### src/rtl/store_merge.sv
// rtl/store_merge.sv - byte/halfword store via read-modify-write of a 32-bit word memory
module store_merge #(
  parameter logic BIG_ENDIAN = 1'b1
) (
  input  logic        clk,
  input  logic        rst_n,
  input  logic        start,
  input  logic [31:0] addr,
  input  logic [31:0] wdata,
  input  logic [1:0]  size,
  output logic [31:0] mem_addr,
  output logic        mem_re,
  input  logic [31:0] mem_rdata,
  input  logic        mem_rvalid,
  output logic        mem_we,
  output logic [31:0] mem_wdata,
  output logic        busy,
  output logic        done,
  output logic        err
);

  typedef enum logic [2:0] {IDLE, READ, WRITE, DONE, ERR} state_t;

  state_t      state, next_state;
  logic [31:0] addr_q;
  logic [15:0] wdata_q;
  logic [1:0]  size_q;
  logic [31:0] merge_q;

  logic        word_ok, half_ok, byte_ok;
  logic [4:0]  lane_lo;
  logic [31:0] lane_mask, lane_data, merged;

  assign word_ok = (size == 2'b10) && (addr[1:0] == 2'b00);
  assign half_ok = (size == 2'b01) && !addr[0];
  assign byte_ok = (size == 2'b00);

  always_comb begin
    next_state = state;
    case (state)
      IDLE: begin
        if (start) begin
          if (word_ok)                 next_state = WRITE;
          else if (half_ok || byte_ok) next_state = READ;
          else                         next_state = ERR;
        end
      end
      READ:    if (mem_rvalid) next_state = WRITE;
      WRITE:   next_state = DONE;
      DONE:    next_state = IDLE;
      ERR:     next_state = IDLE;
      default: next_state = IDLE;
    endcase
  end

  // Lane position is the bit offset of the replaced field inside the fetched word.
  always_comb begin
    if (size_q == 2'b00) begin
      lane_lo   = BIG_ENDIAN ? {~addr_q[1:0], 3'b000} : {addr_q[1:0], 3'b000};
      lane_mask = 32'h0000_00ff;
      lane_data = {24'd0, wdata_q[7:0]};
    end else begin
      lane_lo   = BIG_ENDIAN ? {~addr_q[1], 4'b0000} : {addr_q[1], 4'b0000};
      lane_mask = 32'h0000_ffff;
      lane_data = {16'd0, wdata_q};
    end
    merged = (mem_rdata & ~(lane_mask << lane_lo)) | (lane_data << lane_lo);
  end

  always_ff @(posedge clk) begin
    if (!rst_n) begin
      state   <= IDLE;
      addr_q  <= 32'd0;
      wdata_q <= 16'd0;
      size_q  <= 2'b00;
      merge_q <= 32'd0;
    end else begin
      state <= next_state;
      if (state == IDLE && start) begin
        addr_q  <= addr;
        wdata_q <= wdata[15:0];
        size_q  <= size;
        if (word_ok) merge_q <= wdata;
      end
      if (state == READ && mem_rvalid) merge_q <= merged;
    end
  end

  assign mem_addr  = {addr_q[31:2], 2'b00};
  assign mem_wdata = merge_q;
  assign mem_re    = (state == READ);
  assign mem_we    = (state == WRITE);
  assign done      = (state == DONE);
  assign err       = (state == ERR);
  assign busy      = (state != IDLE);

endmodule

### config.mk
export PLATFORM = sky130hd
export DESIGN_NAME = store_merge
export DESIGN_NICKNAME = d
export VERILOG_FILES = /design/src/rtl/store_merge.sv
export SDC_FILE = /design/constraint.sdc
export NUM_CORES = 1
export LEC_CHECK = 0
export CAP_MARGIN = 15
export CORE_MARGIN = 2
export CORE_UTILIZATION = 39
export DETAILED_ROUTE_END_ITERATION = 8
export PLACE_DENSITY_LB_ADDON = 0.12
export SKIP_CTS_REPAIR_TIMING = 1
export SYNTH_ARGS = -nofsm -noshare
export SYNTH_HDL_FRONTEND = slang
export SYNTH_SLANG_ARGS = --single-unit
### constraint.sdc
create_clock -name clk -period 1.6 [get_ports clk]
set_input_delay 0.32 -clock clk [delete_from_list [all_inputs] [get_ports clk]]
set_output_delay 0.32 -clock clk [all_outputs]
set_load 0.1 [all_outputs]
==> impl_metrics.sql, run 1 <==
INSERT INTO impl_metrics (metric_group, metric, value, unit) VALUES
('route', 'remaining_drc_errors', '0', ''),
('worst_setup_path', 'r2r_slack', '-0.15', 'ns'),
('global_route', 'globalRouteOverflowTotal', '0', ''),
('sta', 'hold_violations', '0', ''),
('route', 'via_count', '4401', ''),
('layout', 'antennaDiodeCount', '0', ''),
('placed_design', 'finalWeightedCongestion', '0.8940', ''),
('logic_synthesis', 'synthFlopType', 'dfxtp_1', ''),
('min_path', 'hold_path_end', 'state[0]', ''),
('sta', 'final-setup-viol-count', '38', ''),
('logic_synthesis', 'synth.area.top_cells', 'dfxtp_1 41%, nand2_1 9.1%, buf_4 6.8%', ''),
('layout', 'multi_input_area', '0.002042', 'mm^2'),
('logic_synthesis', 'synth.cells.most_frequent', '100 x nand2_1, 85 x dfxtp_1, 53 x a21oi_1', ''),
('min_path', 'hold_path_startpoint', 'start', ''),
('sta', 'max_freq', '570.8', 'MHz'),
('sta', 'slew_violations', '0', ''),
('worst_setup_path', 'critPathRequiredTime', '1.28', 'ns'),
('clock_tree', 'tritoncts_num_sinks', '85', ''),
('logic_synthesis', 'async_flop_share', '0', ''),
('layout', 'layout.cells.non_filler', '816', ''),
('route', 'wirelength_per_cell', '17.01', 'um'),
('sta', 'final.period_utilization', '1.095', ''),
('floorplanning', 'die_extent_in_y', '106.7', 'um'),
('clock_tree', 'cts_tree', 'built', ''),
('route', 'drt_pre_antenna_iters', '5', ''),
('floorplanning', 'dieArea', '0.01138', 'mm^2'),
('global_route', 'grt_antenna_before_repair', '0', ''),
('placed_design', 'port_buffers', '168', ''),
('worst_setup_path', 'critical_path_class', 'reg -> out', ''),
('layout', 'postLayoutCoreUtil', '0.6729', ''),
('clock_tree', 'cts.root.buffer_cell', 'clkbuf_8', ''),
('clock_tree', 'cts_htree_levels', '3', ''),
('logic_synthesis', 'syn-instance-count', '534', ''),
('pwr', 'total_power', '7.524', 'mW'),
('layout', 'postLayoutCellArea', '0.006915', 'mm^2'),
('placed_design', 'place.detailed.instances', '795', ''),
('route', 'via_per_inst', '5.393', ''),
('route', 'final_antenna_net_count', '0', ''),
('logic_synthesis', 'synthDominantCellAreaShare', '0.4139', ''),
('sta', 'hold-worst-slack', '0.4581', 'ns'),
('route', 'totalWireLength', '13880', 'um'),
('sta', 'layout_setup_ws', '-0.1519', 'ns'),
('placed_design', 'dpl_cell_area', '0.006559', 'mm^2'),
('logic_synthesis', 'synth_enable_flop_cells', '0', ''),
('floorplanning', 'placement_rows', '37', ''),
('logic_synthesis', 'yosysTopAreaCell', 'dfxtp_1', ''),
('logic_synthesis', 'syn-cell-area', '0.004111', 'mm^2'),
('worst_setup_path', 'critPathArrivalTime', '1.43', 'ns'),
('clock_tree', 'clk_pin_slew_worst_paths', '0.09', 'ns'),
('logic_synthesis', 'synthDistinctLibCells', '36', ''),
('clock_tree', 'clock_insertion_delay_worst_skew', '0.35', 'ns'),
('logic_synthesis', 'synth.yosys.warnings', '0', ''),
('layout', 'n_fill_cell', '859', ''),
('pwr', 'power-per-cell-area', '1088', 'mW/mm^2'),
('run_status', 'failed_checks', 'negative setup slack', ''),
('run_status', 'run_status', 'finished, violations left', ''),
('clock_tree', 'clk_path_buf_depth', '2', ''),
('logic_synthesis', 'synth.yosys.seq_area_share', '0.4139', ''),
('worst_setup_path', 'crit_path_max_fanout', '7', ''),
('sta', 'worstMarginPinSlew', '0.5489', 'ns'),
('route', 'dr.first_iter.drc_count', '315', ''),
('sta', 'final.setup.tns', '-3.806', 'ns'),
('clock_tree', 'tritoncts.num_buffers', '9', ''),
('floorplanning', 'initial_core_util', '0.4000', ''),
('placed_design', 'dpl.hpwl', '9771', 'um'),
('sta', 'final.min_clock_period', '1.752', 'ns'),
('placed_design', 'worst_case_setup_slack_after_placement', '-0.5474', 'ns'),
('worst_setup_path', 'critical_path.endpoint_type', 'primary output', ''),
('layout', 'ff_latch_area', '0.001709', 'mm^2'),
('worst_setup_path', 'startpoint_class', 'flop', ''),
('min_path', 'holdCritPathClass', 'in -> reg', '');
-- power by group --
part	leakage, nW	internal, mW	switching [mW]
registers	0.696	2.34	0.236
clock network	0.0950	0.714	0.794
logic	1.88	1.35	2.10
total	2.67	4.40	3.13
-- critical path, cell delays in order (launching register included) --
cell and delay, ns:
dfxtp_4 0.38, buf_6 0.13, or3_4 0.40, buf_12 0.18
-- cell families (layout without fill, tap and decap cells) --
logic type | Yosys count | count (layout) | synth area share
compound gates | 147 | 147 | 0.2103
buf+inv | 83 | 228 | 0.1144
flops | 85 | 85 | 0.4139
other cells | 1 | 2 | 0.0009121
simple gates | 218 | 218 | 0.2605
-- worst max path at each step --
stage	to	slack, ns
after detailed placement	mem_wdata[29]	-0.55
final	busy	-0.15
after global placement	mem_wdata[17]	-0.47
after CTS	busy	-0.23
after global routing	mem_wdata[4]	-0.19
after floorplan	state[1]	-0.14
-- state kept, by name (all words and copies together) (netlist names) --
signal and flops:
state 3, mem_wdata 32, addr_q 32, size_q 2, wdata_q 16
-- area by class of cell --
cell class,instances,share of cell area
clock inverters,6,0.009408
flip-flops and latches,85,0.2472
repair buffers,209,0.4035
clock buffers,9,0.01791
inverters,4,0.002171
multi-input cells,367,0.2953
well taps,136,0.02461
-- cells in the final DEF (no fill, tap or decap), types with 2 or more instances in the layout --
cell type and instances:
nor4b_1 8, dfxtp_1 83, a22oi_1 5, nor3_1 3
nor4b_4 2, o31a_1 8, inv_1 3, a31oi_1 8
buf_12 72, and3_1 32, clkdlybuf4s50_1 100, a22o_1 8
clkbuf_16 2, clkbuf_8 9, o211ai_1 4, o21ai_1 10
o21ai_2 6, o21ai_0 32, buf_4 27, clkinv_2 2
nand3_1 44, nor2_1 18, a21oi_1 53, nor3b_4 3
conb_1 2, buf_6 6, a22oi_2 3, clkinv_4 2
nand2_1 100, o21a_1 6, dfxtp_4 2
-- per-layer routing --
layer / routed length, um / global-route usage / part of all wire / vias to the layer above
met5: 0 / 0 / 0 / -
met2: 6898 / 0.4008 / 0.50 / 189
li1: - / - / - / 2118
met3: 1032 / 0.06261 / 0.074 / 16
met4: 225 / 0.08163 / 0.016 / 0
met1: 5722 / 0.2921 / 0.41 / 2078
No activity file was read; power rests on OpenSTA's default activity.
==> run 2, diff against run 1 <==
--- a/config.mk
+++ b/config.mk
@@ -6,6 +6,7 @@
 export NUM_CORES = 1
 export LEC_CHECK = 0
 export CAP_MARGIN = 15
+export CORE_ASPECT_RATIO = 1.25
 export CORE_MARGIN = 2
 export CORE_UTILIZATION = 39
 export DETAILED_ROUTE_END_ITERATION = 8
==> impl_metrics.sql, run 2 (same netlist as run 1, synthesis figures left out) <==
INSERT INTO impl_metrics (metric_group, metric, value, unit) VALUES
('placed_design', 'place.detailed.instances', '789', ''),
('clock_tree', 'cts_htree_levels', '3', ''),
('worst_setup_path', 'critPathArrivalTime', '1.40', 'ns'),
('layout', 'postLayoutCoreUtil', '0.7201', ''),
('worst_setup_path', 'number_of_cell_instances_on_the_worst_register_to_register_path', '7', ''),
('placed_design', 'port_buffers', '168', ''),
('layout', 'area_delta_synth_final', '77.91', '%'),
('pwr', 'power.share.clock', '0.238', ''),
('worst_setup_path', 'startpoint_class', 'flop', ''),
('sta', 'final.setup.tns', '-1.871', 'ns'),
('pwr', 'cellLeakagePower', '2.883', 'nW'),
('placed_design', 'dpl_cell_area', '0.006558', 'mm^2'),
('pwr', 'seqPwrFrac', '0.315', ''),
('route', 'via_per_inst', '5.448', ''),
('route', 'dr.first_iter.drc_count', '251', ''),
('global_route', 'grt_antenna_before_repair', '1', ''),
('pwr', 'worst_vdd_ir', '0.0005737', 'V'),
('min_path', 'hold_path_end', 'size_q[1]', ''),
('min_path', 'hold_path_startpoint', 'size[1]', ''),
('pwr', 'power-per-cell-area', '1120', 'mW/mm^2'),
('layout', 'layout.cells.non_filler', '822', ''),
('floorplanning', 'dieArea', '0.01138', 'mm^2'),
('global_route', 'vias_in_the_first_global_route', '4171', ''),
('clock_tree', 'tritoncts_num_sinks', '85', ''),
('route', 'via_count', '4478', ''),
('layout', 'postLayoutCellArea', '0.007315', 'mm^2'),
('floorplanning', 'core_footprint', '0.01016', 'mm^2'),
('pwr', 'switching_share', '0.3901', ''),
('layout', 'most_frequent_cells_in_the_layout', '100 x nand2_1, 95 x clkdlybuf4s50_1, 82 x dfxtp_1, 76 x buf_12, 53 x a21oi_1', ''),
('sta', 'setup_repair_after_global_routing_missed_its_margin', 'yes', ''),
('worst_setup_path', 'worst_path_largest_cell_delay', '0.41', 'ns'),
('sta', 'hold_violations', '0', ''),
('clock_tree', 'cts.root.buffer_cell', 'clkbuf_16', ''),
('floorplanning', 'die_extent_in_y', '118.8', 'um'),
('global_route', 'globalRouteOverflowTotal', '0', ''),
('worst_setup_path', 'timing.rr.end', 'mem_wdata[30]', ''),
('global_route', 'largest_net_degree_at_the_start_of_global_routing', '51', ''),
('worst_setup_path', 'critPathRequiredTime', '1.28', 'ns'),
('sta', 'slew_violations', '0', ''),
('worst_setup_path', 'rr_startpoint', 'state[2]', ''),
('floorplanning', 'io-pin-count', '171', ''),
('layout', 'count_of_nets_after_finishing', '790', ''),
('worst_setup_path', 'crit_path_max_fanout', '5', ''),
('global_route', 'global_route_wire_length_before_repair', '20480', 'um'),
('floorplanning', 'placement_rows', '41', ''),
('global_route', 'grt_util_all_layers', '0.2278', ''),
('route', 'remaining_drc_errors', '0', ''),
('clock_tree', 'cts_tree', 'built', ''),
('worst_setup_path', 'worstPathCellList', 'buf_6 -> or3_4 -> buf_12', ''),
('sta', 'final.min_clock_period', '1.721', 'ns'),
('clock_tree', 'clk_path_buf_depth', '2', ''),
('clock_tree', 'tritoncts.num_buffers', '9', ''),
('run', 'timing.max_cap.violations', '0', ''),
('min_path', 'holdPathStages', '3', ''),
('placed_design', 'finalWeightedCongestion', '0.8333', ''),
('worst_setup_path', 'r2r_slack', '-0.11', 'ns'),
('route', 'final_antenna_net_count', '0', ''),
('sta', 'layout_setup_ws', '-0.1208', 'ns'),
('floorplanning', 'die_boundary_width', '95.84', 'um'),
('pwr', 'power.share.combinational', '0.447', ''),
('layout', 'mostFrequentLayoutCell', 'nand2_1', ''),
('sta', 'max_freq', '581.1', 'MHz'),
('route', 'wirelength_per_cell', '17.61', 'um'),
('run_status', 'run_status', 'finished, violations left', ''),
('clock_tree', 'clock_insertion_delay_worst_skew', '0.33', 'ns'),
('min_path', 'holdCritPathClass', 'in -> reg', ''),
('placed_design', 'dpl.hpwl', '9759', 'um'),
('layout', 'final_layout_size_suffix_gt1_frac', '0.2529', ''),
('layout', 'n_fill_cell', '751', ''),
('sta', 'worst_clock_skew', '0.006179', 'ns'),
('sta', 'final-setup-viol-count', '33', ''),
('pwr', 'p_int', '4.998', 'mW'),
('route', 'drt_pre_antenna_iters', '5', ''),
('worst_setup_path', 'critical_path.endpoint_type', 'primary output', ''),
('floorplanning', 'initial_core_util', '0.4048', ''),
('pwr', 'total_switching_power', '3.197', 'mW'),
('worst_setup_path', 'critPathSlowestCell', 'or3_4', ''),
('worst_setup_path', 'critical_path_class', 'reg -> out', ''),
('clock_tree', 'clk_pin_slew_worst_paths', '0.06', 'ns'),
('route', 'totalWireLength', '14470', 'um'),
('sta', 'final.period_utilization', '1.076', ''),
('run_status', 'failed_checks', 'negative setup slack', ''),
('sta', 'slew_headroom', '0.6713', ''),
('sta', 'worstMarginPinSlew', '0.4807', 'ns');
[run 2: cell types whose count changed in the layout (fill, tap and decap cells not counted), sizes merged]
cell           delta
buf               +9
clkbuf            +7
bufinv            -1
clkinv            -3
diode             +1
a21oi             +1
dlymetal6s2s      +5
clkdlybuf4s50     -5
clkinvlp          -1
[run 2: critical path, delay by kind of cell, from the launching register on]
| family | cells | cell delay [ns] |
|---|---|---|
| simple gates | 1 | 0.41 |
| buf+inv | 2 | 0.30 |
| flops | 1 | 0.36 |
[run 2: layout make-up]
type / count / area (um^2) / share of cell area
multi-input combinational: 368 / 2150 / 0.2939
timing repair buffer: 220 / 2994 / 0.4093
antenna: 1 / 2.502 / 0.0003421
sequential: 85 / 1713 / 0.2342
clock buffer: 14 / 274.0 / 0.03746
tap: 129 / 161.4 / 0.02207
inverter: 4 / 15.01 / 0.002053
clock inverter: 1 / 5.005 / 0.0006842
[run 2: layer usage]
metal	track usage	vias up	share of wire
met5	0	-	0
li1	-	2144	-
met4	0.08571	0	0.020
met2	0.3964	198	0.51
met1	0.2736	2110	0.40
met3	0.03952	26	0.069
[run 2: stage by stage]
| step | hold WS [ns] | total power, mW | setup WS (ns) |
|---|---|---|---|
| 3_5_place_dp | 0.4537 | 5.968 | -0.4890 |
| 3_3_place_gp | 0.4438 | 5.910 | -0.4144 |
| 6_report | 0.3099 | 8.195 | -0.1208 |
| 2_1_floorplan | 0.4367 | 4.687 | -0.1419 |
| 5_1_grt | 0.3243 | 8.487 | -0.1530 |
| 4_1_cts | 0.4630 | 7.899 | -0.1906 |
[run 2: worst max path at each step]
stage / start / to / slack [ns] / depth (start not counted)
floorplan: state[0] / state[1] / -0.14 / 4
global placement: start / mem_wdata[20] / -0.41 / 5
detailed placement: addr[0] / mem_wdata[4] / -0.49 / 7
CTS: state[2] / busy / -0.19 / 3
global route: state[0] / busy / -0.15 / 3
finish: state[0] / busy / -0.12 / 3
[run 2: power groups by stage]
| stage | Clock [mW] | Sequential [mW] | Combinational (mW) |
|---|---|---|---|
| detailed placement | 0 | 2.62 | 3.35 |
| CTS | 1.97 | 2.58 | 3.35 |
| global placement | 0 | 2.61 | 3.30 |
| finish | 1.95 | 2.58 | 3.66 |
| global route | 2.06 | 2.61 | 3.82 |
| floorplan | 0 | 3.00 | 1.68 |
